## config.mk

```make
export PLATFORM = sky130hd
export DESIGN_NAME = lsu_mem_stage
export DESIGN_NICKNAME = d
export VERILOG_FILES = /design/src/rtl/lsu_mem_stage.sv
export SDC_FILE = /design/constraint.sdc
export NUM_CORES = 1
export LEC_CHECK = 0
export CORE_ASPECT_RATIO = 0.6
export CORE_MARGIN = 1.5
export CORE_UTILIZATION = 40
export CTS_BUF_LIST = sky130_fd_sc_hd__clkbuf_4 sky130_fd_sc_hd__clkbuf_8
export DETAILED_ROUTE_END_ITERATION = 8
export GPL_TIMING_DRIVEN = 0
export HOLD_SLACK_MARGIN = 0.12
export PLACE_DENSITY_LB_ADDON = 0.12
export SLEW_MARGIN = 20
export SYNTH_ARGS = -nofsm -noshare
export SYNTH_HDL_FRONTEND = slang
export SYNTH_SLANG_ARGS = --single-unit
```

## constraint.sdc

```tcl
create_clock -name i_clk -period 4.6 [get_ports i_clk]
set_clock_uncertainty 0.1 [all_clocks]
set_input_delay 0.69 -clock i_clk [delete_from_list [all_inputs] [get_ports i_clk]]
set_output_delay 0.69 -clock i_clk [all_outputs]
set_load 0.02 [all_outputs]
```

## src/rtl/lsu_mem_stage.sv

```systemverilog
// RV32I/RV64I MEM stage: issues byte-enabled accesses to a variable-latency data bus,
// extends load data, flags misaligned/unsupported ops and times out a silent bus.

module lsu_byte_lane #(
  parameter int XLEN  = 32,
  parameter int OFF_W = 2,
  parameter int LANE  = 0
) (
  input  logic [OFF_W-1:0] off,
  input  logic [1:0]       size,
  input  logic [XLEN-1:0]  data,
  output logic             be,
  output logic [7:0]       byte_out
);
  int nbytes, base;

  // Access is naturally aligned, so the lane's byte within the access is LANE mod size.
  always_comb begin
    nbytes   = 1 << size;
    base     = int'(off);
    be       = (LANE >= base) && (LANE < base + nbytes);
    byte_out = data[(LANE % nbytes)*8 +: 8];
  end
endmodule

module lsu_mem_stage #(
  parameter int XLEN     = 32,
  parameter int REG_W    = 5,
  parameter int MAX_WAIT = 15
) (
  input  logic               i_clk,
  input  logic               i_rst,
  input  logic               i_clk_en,
  input  logic               i_ex_valid,
  input  logic               i_ex_mem_rd,
  input  logic               i_ex_mem_wr,
  input  logic [2:0]         i_ex_funct3,
  input  logic [XLEN-1:0]    i_ex_alu_result,
  input  logic [XLEN-1:0]    i_ex_reg_read_data2,
  input  logic [REG_W-1:0]   i_ex_reg_dest,
  input  logic               i_ex_reg_wr,
  input  logic               i_ex_mem_to_reg,
  input  logic [1:0]         i_ex_rw_sel,
  input  logic [XLEN-1:0]    i_ex_pc_plus_4,
  output logic               o_data_req,
  output logic               o_data_we,
  output logic [XLEN-1:0]    o_data_addr,
  output logic [XLEN/8-1:0]  o_data_be,
  output logic [XLEN-1:0]    o_data_wr,
  input  logic               i_data_ack,
  input  logic [XLEN-1:0]    i_data_rd,
  output logic               o_stall,
  output logic               o_ma_valid,
  output logic               o_ma_reg_wr,
  output logic               o_ma_mem_to_reg,
  output logic [1:0]         o_ma_rw_sel,
  output logic [REG_W-1:0]   o_ma_reg_dest,
  output logic [XLEN-1:0]    o_ma_pc_plus_4,
  output logic [XLEN-1:0]    o_ma_result,
  output logic [XLEN-1:0]    o_ma_read_data,
  output logic [1:0]         o_fault
);
  localparam int NB    = XLEN/8;
  localparam int OFF_W = $clog2(NB);
  localparam logic [7:0] MAX_W8 = 8'(MAX_WAIT);

  typedef enum logic [0:0] {IDLE, ACCESS} state_t;

  typedef struct packed {
    logic [XLEN-1:0]  result;
    logic [XLEN-1:0]  pc_plus_4;
    logic [REG_W-1:0] reg_dest;
    logic [1:0]       rw_sel;
    logic             mem_to_reg;
    logic             reg_wr;
  } wb_ctrl_t;

  state_t state, state_nx;
  wb_ctrl_t ex_ctrl, pend, ma;
  logic [7:0] wait_cnt;
  logic r_load;
  logic [2:0] r_funct3;
  logic [OFF_W-1:0] r_off;

  logic is_mem, unsup, misal, accept, timeout;
  logic [1:0] size, mem_fault;
  logic [OFF_W-1:0] off;
  logic [NB-1:0] be_n;
  logic [NB-1:0][7:0] wr_n;
  logic [XLEN-1:0] lane_sh, ld_ext;
  int w;
  logic sgn;

  assign ex_ctrl = '{result: i_ex_alu_result, pc_plus_4: i_ex_pc_plus_4,
                     reg_dest: i_ex_reg_dest, rw_sel: i_ex_rw_sel,
                     mem_to_reg: i_ex_mem_to_reg, reg_wr: i_ex_reg_wr};

  assign is_mem = i_ex_mem_rd | i_ex_mem_wr;
  assign size   = i_ex_funct3[1:0];
  assign off    = i_ex_alu_result[OFF_W-1:0];

  always_comb begin
    unsup = (i_ex_funct3 == 3'b111)
          | ((XLEN == 32) && (i_ex_funct3 == 3'b011 || i_ex_funct3 == 3'b110))
          | (i_ex_mem_wr & i_ex_funct3[2]);
    unique case (size)
      2'b00:   misal = 1'b0;
      2'b01:   misal = i_ex_alu_result[0];
      2'b10:   misal = |i_ex_alu_result[1:0];
      default: misal = |i_ex_alu_result[2:0];
    endcase
    // Unsupported outranks misaligned: alignment is meaningless for an unknown size.
    if (!is_mem)    mem_fault = 2'b00;
    else if (unsup) mem_fault = 2'b10;
    else if (misal) mem_fault = 2'b01;
    else            mem_fault = 2'b00;
  end

  assign accept  = (state == IDLE) & i_ex_valid & is_mem & (mem_fault == 2'b00);
  assign timeout = (state == ACCESS) & ~i_data_ack & (wait_cnt == MAX_W8);

  for (genvar g = 0; g < NB; g++) begin : g_lane
    lsu_byte_lane #(.XLEN(XLEN), .OFF_W(OFF_W), .LANE(g)) u_lane (
      .off      (off),
      .size     (size),
      .data     (i_ex_reg_read_data2),
      .be       (be_n[g]),
      .byte_out (wr_n[g])
    );
  end

  always_comb begin
    lane_sh = i_data_rd >> {r_off, 3'b000};
    w = 8 << r_funct3[1:0];
    if (w > XLEN) w = XLEN;
    sgn = ~r_funct3[2] & lane_sh[w-1];
    ld_ext = lane_sh;
    for (int i = 0; i < XLEN; i++)
      if (i >= w) ld_ext[i] = sgn;
  end

  always_comb begin
    state_nx = state;
    if (i_clk_en) begin
      unique case (state)
        IDLE:    if (accept) state_nx = ACCESS;
        ACCESS:  if (i_data_ack || timeout) state_nx = IDLE;
        default: state_nx = IDLE;
      endcase
    end
  end

  always_ff @(posedge i_clk) begin
    if (i_rst) state <= IDLE;
    else       state <= state_nx;
  end

  always_ff @(posedge i_clk) begin
    if (i_rst) begin
      wait_cnt       <= '0;
      pend           <= '0;
      ma             <= '0;
      o_ma_valid     <= 1'b0;
      o_fault        <= 2'b00;
      o_ma_read_data <= '0;
      o_data_we      <= 1'b0;
      o_data_addr    <= '0;
      o_data_be      <= '0;
      o_data_wr      <= '0;
      r_load         <= 1'b0;
      r_funct3       <= 3'b000;
      r_off          <= '0;
    end else if (i_clk_en) begin
      unique case (state)
        IDLE: begin
          o_ma_valid <= 1'b0;
          o_fault    <= 2'b00;
          if (accept) begin
            pend        <= ex_ctrl;
            o_data_we   <= i_ex_mem_wr;
            o_data_addr <= {i_ex_alu_result[XLEN-1:OFF_W], {OFF_W{1'b0}}};
            o_data_be   <= be_n;
            o_data_wr   <= wr_n;
            r_load      <= i_ex_mem_rd;
            r_funct3    <= i_ex_funct3;
            r_off       <= off;
            wait_cnt    <= '0;
          end else if (i_ex_valid) begin
            // Non-memory op or faulting access retires next cycle without a bus request.
            ma         <= ex_ctrl;
            ma.reg_wr  <= i_ex_reg_wr & ~is_mem;
            o_ma_valid <= 1'b1;
            o_fault    <= mem_fault;
          end
        end
        ACCESS: begin
          o_ma_valid <= 1'b0;
          o_fault    <= 2'b00;
          if (i_data_ack) begin
            ma         <= pend;
            o_ma_valid <= 1'b1;
            if (r_load) o_ma_read_data <= ld_ext;
          end else if (timeout) begin
            ma         <= pend;
            ma.reg_wr  <= 1'b0;
            o_ma_valid <= 1'b1;
            o_fault    <= 2'b11;
          end else begin
            wait_cnt <= wait_cnt + 8'd1;
          end
        end
        default: ;
      endcase
    end
  end

  assign o_data_req      = (state == ACCESS);
  assign o_stall         = ~i_rst & (accept | ((state == ACCESS) & ~(i_data_ack & i_clk_en)));
  assign o_ma_reg_wr     = ma.reg_wr;
  assign o_ma_mem_to_reg = ma.mem_to_reg;
  assign o_ma_rw_sel     = ma.rw_sel;
  assign o_ma_reg_dest   = ma.reg_dest;
  assign o_ma_pc_plus_4  = ma.pc_plus_4;
  assign o_ma_result     = ma.result;
endmodule
```

======== Word level (Yosys, flattened, before mapping) ========
Index checks and enable logic that the tools add are counted.
word-level totals
  input port bits ......................... 147
  register bits after elaboration ......... 263
  word-level logic and storage cells ...... 187
operators by class
  equality and inequality tests ........... 12
  magnitude comparators ................... 41
  div/mod/pow operators ................... 4
  shifts and indexed selects .............. 7
  add/sub/neg operators ................... 3
  muxes and demuxes ....................... 62
  reductions and logical operators ........ 13
  bitwise gates (word level) .............. 21
operators by type and width
  operator                                                                          number
  6-bit by 32-bit >= comparator with 1-bit output, first input constant             16
  73-bit two-way mux                                                                4
  5-bit by 32-bit >= comparator with 1-bit output, first input constant             8
  73-bit case mux with 2 select lines                                               1
  4-bit by 32-bit >= comparator with 1-bit output, first input constant             4
  32-bit by 32-bit variable part select with 8-bit output                           4
  3-bit by 32-bit >= comparator with 1-bit output, first input constant             2
  3-bit by 32-bit less-than comparator with 1-bit output, first input constant      2
  3-bit by 32-bit modulo with 32-bit output, first input constant                   2
  1-bit two-way mux                                                                 41
  3-bit by 32-bit adder with 32-bit output                                          1
  1-bit by 32-bit >= comparator with 1-bit output, first input constant             1
  2-bit by 32-bit >= comparator with 1-bit output, first input constant             1
  32-bit by 7-bit greater-than comparator with 1-bit output, second input constant  1
  1-bit by 32-bit less-than comparator with 1-bit output, first input constant      1
  2-bit by 32-bit less-than comparator with 1-bit output, first input constant      1
  32-bit by 7-bit less-than comparator with 1-bit output, second input constant     1
  1-bit by 32-bit modulo with 32-bit output, first input constant                   1
  2-bit by 32-bit modulo with 32-bit output, first input constant                   1
  32-bit two-way mux                                                                1
  1-bit by 2-bit << shifter with 32-bit output, first input constant                1
  4-bit by 2-bit << shifter with 32-bit output, first input constant                1
  32-bit by 5-bit >> shifter with 32-bit output                                     1
  32-bit by 2-bit subtractor with 32-bit output, second input constant              1
  27 further kinds                                                                  65

======== Depth between registers and ports, before layout ========
  depth in word-level cells ............... 10
  gate-level depth with buffers ........... 13

======== Cells and area by module ========
Synthesis repeated with hierarchy kept, for this count alone.
second synthesis, totals
  cell total of the unflattened synthesis .. 1476
  area, all modules ....................... 12208.0 um2
by module, submodules not included
  module                            sequential area each (um2)  instances  cells each  area an instance (um2)
  lsu_mem_stage                     4624.4                      1          1166        9800.6
  lsu_byte_lane (g_lane[2].u_lane)  0.0                         1          108         769.5
  lsu_byte_lane (g_lane[3].u_lane)  0.0                         1          64          555.5
  lsu_byte_lane (g_lane[1].u_lane)  0.0                         1          61          546.8
  lsu_byte_lane (g_lane[0].u_lane)  0.0                         1          77          535.5

======== Worst setup path after synthesis ========
No wires, ideal clock.
  path kind ............................... input port to flip-flop
  start ................................... input i_ex_funct3[1]
  end ..................................... register o_data_wr[0]
  path slack .............................. 1013 ps
  stages .................................. 12
  data arrival time ....................... 3370 ps
  path buffers ............................ 2
  cell sequence ........................... inv_1 ha_1 buf_1 inv_1 ha_1 nand2b_1 a211o_1 a2111oi_1 nor3_1 and2_1 clkbuf_1 a32o_1
on the way
  word-level cells in the longest chain between the ends .. 9
  elaborated cells on any way between the ends .. 19
  those cells by class .................... div: 1; eq/ne: 5; shift: 2; mux: 4; bitwise: 3; reduce/logical: 4
ends and longest elaborated chain
  element                                                                                            line  RTL
  start, declared                                                                                    37    input logic [2:0] i_ex_funct3,
  parallel branches: the longest is 9 deep, another holds 1-bit by 32-bit modulo with 32-bit output  --
  end signal, assigned                                                                               183   o_data_wr <= wr_n;
  end, declared                                                                                      49    output logic [XLEN-1:0] o_data_wr,
Parallel ways; which one is timed is not known.
A chain may end at the register's enable or synchronous reset.

======== Final worst setup path ========
  start ................................... input i_ex_funct3[1]
  end ..................................... register o_data_wr[2]
The elaborated chain is that of the path after synthesis.

==> metrics.yaml <==
outcome: "finished clean"
async_flop_share: 0
antenna_found_initial: 2
yosysTopAreaCell: "dfxtp_1"
clkTransAtPathRegs_ns: 0.06
synth_area_per_cell_um2: 8.528
clock_latency_ns: 0.55
yosysTopAreaCellShare: 0.4210
peakVddDrop_v: 0.0001687
grt_setup_unrepaired: "no"
p_int_mw: 3.507
grt_pass1_vias: 10070
top_register: "pend"
largest_reg_flops: 73
grt.overflow.total: 0
drt_iter0_drc: 738
relSlewSlack: 0.2986
hold_depth: 2
synthCells: 1288
hold_buffers: 0
share_comb_of_total_power: 0.179
finalCriticalPeriod_ns: 4.254
hold_viol: 0
fin_nets: 1816
syn_area_mm2: 0.01098
vias: 10600
cts_root_buf: "clkbuf_8"
fp.dieH_um: 131.4
cts_max_level: 2
synth_edf_count: 0
routabilityCongestion: 0.9073
p_clk_frac: 0.386
setup_viol: 0
min_path_type: "flop to flop"
final_util: 0.5781
wl_per_cell_um: 18.38
startpoint_type: "primary input"
cts_buffer_depth: 3
coreArea_mm2: 0.02671
arrival_ns: 4.59
power_density_mw_per_mm2: 316.2
rows: 46
cts_tree: "built"
initial_core_util: 0.4113
cp_data_required_time_ns: 4.94
cts_sinks: 231
post_cts_buffers: 0
fmax_ghz: 0.2351
drt_pre_antenna_iters: 5
drc: 0
grt_pass1_wl_um: 57690
ys_ff_latch: 231
final_cell_mix: "321 x clkdlybuf4s50_1, 231 x dfxtp_1, 208 x nand2_1"
p_sw_frac: 0.2815
timing.rr.end: "o_data_wr[14]$_SDFFE_PP0P_"
min_from: "o_data_wr[16]$_SDFFE_PP0P_"
yosysUniqueCellTypes: 68
rrSetupSlack_ns: 1.51
syn_to_final_growth_pct: 40.56
via_per_inst: 5.209
ff2ff_path_depth: 7
worst_pin_slew_ns: 1.023
die_area_mm2: 0.02850
wl_um: 37410
ioPinCount: 326
cp_max_fo: 10
grt_max_degree: 11
gr-usage-all-layers: 0.2575
cts_resized: 0
drive_gt1_frac: 0.09498
synthTopCellsByArea: "dfxtp_1 42%, mux2i_1 11%, a211oi_1 7.3%, nand2_1 7.1%, a21oi_1 6.3%"
detail-route-antenna-nets: 0
min_to: "o_data_wr[16]$_SDFFE_PP0P_"
synth-seq-area-share: 0.4210
rr_startpoint: "o_data_req$_SDFFE_PP0P_"
dpl.hpwl_um: 28400
io_buffer_count: 321
power_leakage_nw: 5.503
p_switching_mw: 1.374
seq_power_share: 0.435
maxSlewViolCount: 0
startpoint: "i_ex_funct3[1]"
critPathCaptureType: "flop"
drv_cap: 0
min_period_over_period: 0.9247
die_w_um: 216.9
synth_ff_type: "dfxtp_1"
numCtsBuffers: 38
crit_type: "primary input to flop"
final_common_cell: "clkdlybuf4s50_1"
fillers: 2481
yosysWarnings: 0
total_power_mw: 4.881
==> layout make-up <==
class                   count  area (µm²)  share of cell area
multi-input cells         915        5644              0.3656
flip-flops and latches    231        4624              0.2995
repair buffers            321        3213              0.2081
clock buffers              58       742.0             0.04806
plain buffers             128       668.1             0.04327
well taps                 360       450.4             0.02917
inverters                  15       56.30            0.003647
clock inverters             6       38.79            0.002512
diodes                      1       2.502           0.0001621
==> synth_stat cells, types with 4 or more instances <==
cell type  instances
a211oi_1         107
a21oi_1          138
a22o_1            17
a32o_1             7
and3_1             5
buf_2             27
buf_4             39
clkbuf_1          58
dfxtp_1          231
ha_1              18
inv_1             14
mux2_2             8
mux2i_1          120
nand2_1          208
nand2b_1           7
nand3_1           11
nor2_1           144
nor2b_1           11
nor3_1            15
nor3b_1            5
nor4_1             4
o21ai_0           21
o21ai_1            7
or3_1              4
xnor2_1            4
==> logic make-up after synthesis <==
family / Yosys count / share of synthesized area
AND/OR/NAND/NOR: 434 / 0.1718
multiplexers: 129 / 0.1196
other: 1 / 0.0003414
XOR/XNOR: 5 / 0.003987
buffers and inverters: 143 / 0.06595
adder cells (fa/ha/maj): 19 / 0.02233
flip-flops: 231 / 0.4210
AO/OA/AOI/OAI: 326 / 0.1950
==> worst max path at each step <==
| stage | slack [ns] | to | depth (start not counted) |
|---|---|---|---|
| finish | 0.35 | o_data_wr[2]$_SDFFE_PP0P_ | 13 |
| global route | 0.03 | o_data_wr[1]$_SDFFE_PP0P_ | 13 |
| detailed placement | -0.18 | o_data_wr[2]$_SDFFE_PP0P_ | 13 |
| global placement | -0.11 | o_data_wr[2]$_SDFFE_PP0P_ | 13 |
| floorplan | 1.01 | o_data_wr[0]$_SDFFE_PP0P_ | 12 |
| CTS | 0.27 | o_stall | 6 |
==> per-layer routing <==
layer / vias up / share of wire / track usage
met5: - / 0.00021 / 0
met4: 2 / 0.016 / 0.05710
met3: 51 / 0.062 / 0.04861
met2: 335 / 0.42 / 0.3798
met1: 4991 / 0.50 / 0.3846
li1: 5222 / - / -
==> power groups by stage <==
stage          combinational [mW]  sequential (mW)  clock [mW]
3_3_place_gp                0.860             2.16           0
3_5_place_dp                0.869             2.17           0
6_report                    0.873             2.12        1.89
4_1_cts                     0.873             2.12        1.93
2_1_floorplan               0.390             2.23           0
5_1_grt                     0.941             2.13        2.02
==> worst max-delay path: stages <==
cell             delay (ns)
clkdlybuf4s50_1        0.54
inv_1                  0.18
ha_1                   0.38
buf_1                  0.59
inv_1                  0.14
ha_1                   0.27
nand2b_1               0.16
a211o_1                0.32
a2111oi_1              0.49
nor3_1                 0.15
and2_1                 0.17
clkbuf_1               0.19
a32o_1                 0.31
==> metrics by stage <==
stage          instance area [µm²]  std cells  setup TNS, ns  hold WS (ns)  worst slack, ns
2_1_floorplan                10990       1289              0        0.3319            1.013
3_3_place_gp                 14650       1970        -0.7347        0.3399          -0.1084
3_5_place_dp                 14650       1970         -1.139        0.3421          -0.1765
4_1_cts                      15430       2034              0        0.3509           0.2726
5_1_grt                      15440       2034              0        0.3656          0.02561
6_report                     15440       2035              0        0.3519           0.3462
Note: power is estimated with default switching activity, not from simulation.
